## config.mk

```make
export PLATFORM = sky130hd
export DESIGN_NAME = uart_tx_fifo_ctrl
export DESIGN_NICKNAME = d
export VERILOG_FILES = /design/src/rtl/uart_tx_fifo_ctrl.sv
export SDC_FILE = /design/constraint.sdc
export NUM_CORES = 1
export LEC_CHECK = 0
export ABC_CLOCK_PERIOD_IN_PS = 1600
export BUFFER_PORTS_ARGS = -buffer_cell sky130_fd_sc_hd__buf_2
export CAP_MARGIN = 25
export CELL_PAD_IN_SITES_DETAIL_PLACEMENT = 1
export CELL_PAD_IN_SITES_GLOBAL_PLACEMENT = 2
export CORE_MARGIN = 3
export CORE_UTILIZATION = 29
export CTS_CLUSTER_SIZE = 10
export DETAILED_ROUTE_END_ITERATION = 12
export HOLD_SLACK_MARGIN = 0.05
export PLACE_DENSITY = 0.79
export SLEW_MARGIN = 20
export SYNTH_ARGS = -nofsm -noshare
export SYNTH_HDL_FRONTEND = slang
export SYNTH_SLANG_ARGS = --single-unit
```

## constraint.sdc

```tcl
create_clock -name rd_clk -period 1.6 [get_ports rd_clk]
set_input_delay 0.24 -clock rd_clk [delete_from_list [all_inputs] [get_ports rd_clk]]
set_output_delay 0.24 -clock rd_clk [all_outputs]
set_load 0.01 [all_outputs]
```

## src/rtl/uart_tx_fifo_ctrl.sv

```systemverilog
// Read-side sequencer: pops one byte at a time from the UART FIFO and hands it to the transmitter.
// Optional inter-frame idle spacing is compiled in when TX_GAP_EN is defined.
module uart_tx_fifo_ctrl #(
  parameter int DATA_W     = 8,
  parameter int CNT_W      = 16,
  parameter int GAP_CYCLES = 16
) (
  input  logic              rd_clk,
  input  logic              rd_reset,
  input  logic              tx_enable,
  input  logic              fifo_empty,
  input  logic [DATA_W-1:0] fifo_rd_data,
  output logic              fifo_rd_en,
  input  logic              tx_busy,
  output logic              tx_start,
  output logic [DATA_W-1:0] tx_data,
  output logic              ctrl_busy,
  output logic [CNT_W-1:0]  frame_cnt
);

  typedef enum logic [2:0] {
    IDLE,
    FETCH,
    CAPTURE,
    START,
    WAIT_ACK,
    WAIT_DONE
`ifdef TX_GAP_EN
    , GAP
`endif
  } state_t;

  state_t state_reg, state_next;
  logic   frame_done;

`ifdef TX_GAP_EN
  // A zero gap still spends one cycle in GAP, so the last count is clamped at 0.
  localparam int GAP_W    = (GAP_CYCLES > 0) ? $clog2(GAP_CYCLES + 1) : 1;
  localparam int GAP_LAST = (GAP_CYCLES > 0) ? GAP_CYCLES - 1 : 0;
  localparam logic [GAP_W-1:0] GAP_LAST_V = GAP_LAST[GAP_W-1:0];

  logic [GAP_W-1:0] gap_cnt_reg;

  always_ff @(posedge rd_clk or posedge rd_reset) begin
    if (rd_reset) begin
      gap_cnt_reg <= '0;
    end else if (state_reg == GAP) begin
      gap_cnt_reg <= gap_cnt_reg + 1'b1;
    end else begin
      gap_cnt_reg <= '0;
    end
  end
`endif

  always_comb begin
    state_next = state_reg;
    frame_done = 1'b0;
    case (state_reg)
      IDLE: begin
        if (tx_enable && !fifo_empty && !tx_busy) state_next = FETCH;
      end
      FETCH:    state_next = CAPTURE;
      CAPTURE:  state_next = START;
      START:    state_next = WAIT_ACK;
      WAIT_ACK: begin
        if (tx_busy) state_next = WAIT_DONE;
      end
      WAIT_DONE: begin
        if (!tx_busy) begin
          frame_done = 1'b1;
`ifdef TX_GAP_EN
          state_next = GAP;
`else
          state_next = IDLE;
`endif
        end
      end
`ifdef TX_GAP_EN
      GAP: begin
        if (gap_cnt_reg == GAP_LAST_V) state_next = IDLE;
      end
`endif
      default: state_next = IDLE;
    endcase
  end

  // Strobes are decoded from the next state so every output comes straight from a flop.
  always_ff @(posedge rd_clk or posedge rd_reset) begin
    if (rd_reset) begin
      state_reg  <= IDLE;
      fifo_rd_en <= 1'b0;
      tx_start   <= 1'b0;
      ctrl_busy  <= 1'b0;
      tx_data    <= '0;
      frame_cnt  <= '0;
    end else begin
      state_reg  <= state_next;
      fifo_rd_en <= (state_next == FETCH);
      tx_start   <= (state_next == START);
      ctrl_busy  <= (state_next != IDLE);
      if (state_reg == CAPTURE) tx_data <= fifo_rd_data;
      if (frame_done) frame_cnt <= frame_cnt + 1'b1;
    end
  end

endmodule

```

==> flow_summary.ini <==
[outcome]
status = completed

[grt]
grt_pass1_vias = 994
overflow = 0
grt_pass1_wl_um = 4698
grt_max_degree = 23
grtUsageMet3 = 0.03994
grt_antenna_before_repair = 0
track_usage = 0.1206
busiest_layer = met2
gr-usage-met1 = 0.1437
met2_usage = 0.1844

[timing]
rsz0062_at_grt = no
fin_crit_sh = 0.8776
maxSlewViolCount = 0
fin_ws_ns = 0.1958
fmax_ghz = 0.7122
max_slew_margin = 0.7722
setup-violations-final = 0
worst_slew_pin_slew_ns = 0.3414
finalSetupTns_ns = 0
skew_ns = 0.009141
finalHoldViolations = 0
final.min_clock_period_ns = 1.404

[cts]
post_cts.repair.setup_buffers = 0
cts_tree = built
clock_sink_count = 30
htreeDepth = 2
cts_root_buffer = clkbuf_8
hold_buffers = 1
clk_path_buf_depth = 2
cts_buffers = 5
cts.clk_slew.worst_paths_ns = 0.07
cts_resized = 0
worstSkewPairLatency_ns = 0.29

[finish]
diodes = 0
synthToLayoutAreaGrowth_pct = 27.10
final_layout_size_suffix_gt1_frac = 0.4503
fill_cells = 481
largest_reg_flops = 16
regArea_um2 = 750.7
multi_input_area_um2 = 475.5
nets = 164

[logic_synthesis]
synthFlopType = dfrtp_1
synth.net_count = 116
ys_ff_latch = 30
syn_avg_cell_area_um2 = 12.72
synth_simple_gate_area_frac = 0.1543
synth_cells = 102
synth.most_common_cell = dfrtp_1
ys_types = 21
synthTopCellsByCount = 30 x dfrtp_1, 14 x xnor2_1, 11 x nand2_1, 8 x mux2_2
ys_seq_area_frac = 0.5786
synth_top_family_by_area = simple AND/OR/NAND/NOR gates
synthAdderAreaFrac = 0.009643
yosys.area.top_type = dfrtp_1
synth_edf_count = 0
ys_async_sr_fraction = 1.000
syn_area_mm2 = 0.001297
synthMuxAreaShare = 0.06943
synth_compound_area_frac = 0.02507
synth_xor_area_frac = 0.1080
ys_warn_count = 0
yosysTopAreaCellShare = 0.5786
synth_area_leaders = dfrtp_1 58%, xnor2_1 9.5%, mux2_2 6.9%, buf_6 4.3%, nand2_1 3.2%

[worst_setup_path]
rr_worst_depth = 4
critical_path_class = reg -> reg
regToRegEndpoint = frame_cnt[12]
startpoint_type = flop
r2r_slack_ns = 0.20
crit_slowest_cell = dfrtp_1
slowest_delay_ns = 0.42
crit_family = simple AND/OR/NAND/NOR gates
r2r_start = state_reg[2]
cp_cell_sequence = and4bb_1, and4_1, nand3_1, xnor2_1
required_ns = 1.78
end_kind = flop
crit_buf_inv = 0
cp.arrival_ns = 1.58
worstPathMaxFanout = 6

[worst_hold_path]
hold_depth = 2
worst_hold_path_type = in -> reg
hold_path_end = tx_data[5]
hp-start = fifo_rd_data[5]

[die]
row_count = 23
start_util = 0.3131
dieArea_mm2 = 0.005313
io_pins = 40
die_h_um = 72.89
die_x_um = 72.89
core_area_mm2 = 0.004144

[routing]
wl_per_cell_um = 14.19
vias_per_cell = 4.721
ant_nets = 0
firstDrtPassIters = 3
drc = 0
num_vias = 949
dr.first_iter.drc_count = 44
wirelength_um = 2852

[run]
maxCapViolCount = 0

[placed_design]
dp_worst_setup_slack_ns = 0.1819
io_buffers = 39
gp_congestion = 0.6936
dp_hpwl_um = 2216

[pwr]
powerDensity_mw_per_mm2 = 1514
vdd_drop_max_mv = 0.6929
p_leak_nw = 0.8377
[per-layer routing]
layer / vias up / share of wire / routed length (µm)
met1: 469 / 0.42 / 1203
met3: 8 / 0.072 / 204
met5: - / 0 / 0
met4: 0 / 0.028 / 79
met2: 31 / 0.48 / 1365
li1: 441 / - / -
[cell type report]
type | count | area share
multi-input combinational | 63 | 0.2883
tap | 50 | 0.03794
clock inverter | 2 | 0.007587
inverter | 4 | 0.009105
sequential | 30 | 0.4552
clock buffer | 6 | 0.05008
timing repair buffer | 46 | 0.1517
[per-stage QoR]
stage | std cells | hold WS [ns] | utilization | total power, W | instance area [µm²]
after floorplan | 102 | 0.3308 | - | 0.001604 | 1297
after global placement | 192 | 0.2044 | 0.3726 | 0.001849 | 1544
after detailed placement | 192 | 0.2180 | 0.3726 | 0.001890 | 1544
after CTS | 201 | 0.1653 | 0.3979 | 0.002551 | 1649
after global routing | 201 | 0.1756 | 0.3979 | 0.002679 | 1649
final | 201 | 0.1762 | 0.3979 | 0.002496 | 1649
[report_power, final]
| part | total, W | internal, W | switching, W | leakage, nW |
|---|---|---|---|---|
| logic | 0.000781 | 0.000396 | 0.000385 | 0.400 |
| clock network | 0.000643 | 0.000345 | 0.000298 | 0.0472 |
| registers | 0.00107 | 0.000957 | 0.000115 | 0.391 |
| total | 0.00250 | 0.00170 | 0.000798 | 0.838 |
[cells in the final DEF, fill, tap and decap left out, drive strengths merged, types with 2 or more instances in the layout]
| cell | synthesis | layout |
|---|---|---|
| a21oi | 2 | 2 |
| nand4 | 5 | 5 |
| clkbuf | 0 | 6 |
| buf | 5 | 45 |
| xor2 | 2 | 2 |
| nand2 | 11 | 11 |
| inv | 4 | 4 |
| and4 | 2 | 2 |
| xnor2 | 14 | 14 |
| dfrtp | 30 | 30 |
| mux2 | 8 | 8 |
| and3 | 6 | 6 |
| nand3 | 4 | 4 |
| nor2 | 3 | 3 |
[cell families after synthesis]
| logic type | count (synthesis) |
|---|---|
| muxes | 8 |
| and+or+nand+nor | 33 |
| adders and majority gates | 1 |
| xor gates and xnor gates | 16 |
| AOI/OAI and AO/OA | 5 |
| buffers and inverters | 9 |
| DFF | 30 |
[worst max path at each step]
stage | to | slack [ns] | start | cells past startpoint
final | frame_cnt[12] | 0.20 | state_reg[2] | 4
after CTS | tx_data[2] | 0.18 | state_reg[2] | 4
after global placement | tx_data[0] | 0.22 | state_reg[2] | 4
after detailed placement | tx_data[2] | 0.18 | state_reg[2] | 4
after global routing | frame_cnt[12] | 0.07 | state_reg[2] | 4
after floorplan | frame_cnt[12] | 0.11 | state_reg[1] | 7
(Power assumes the default switching activity.)
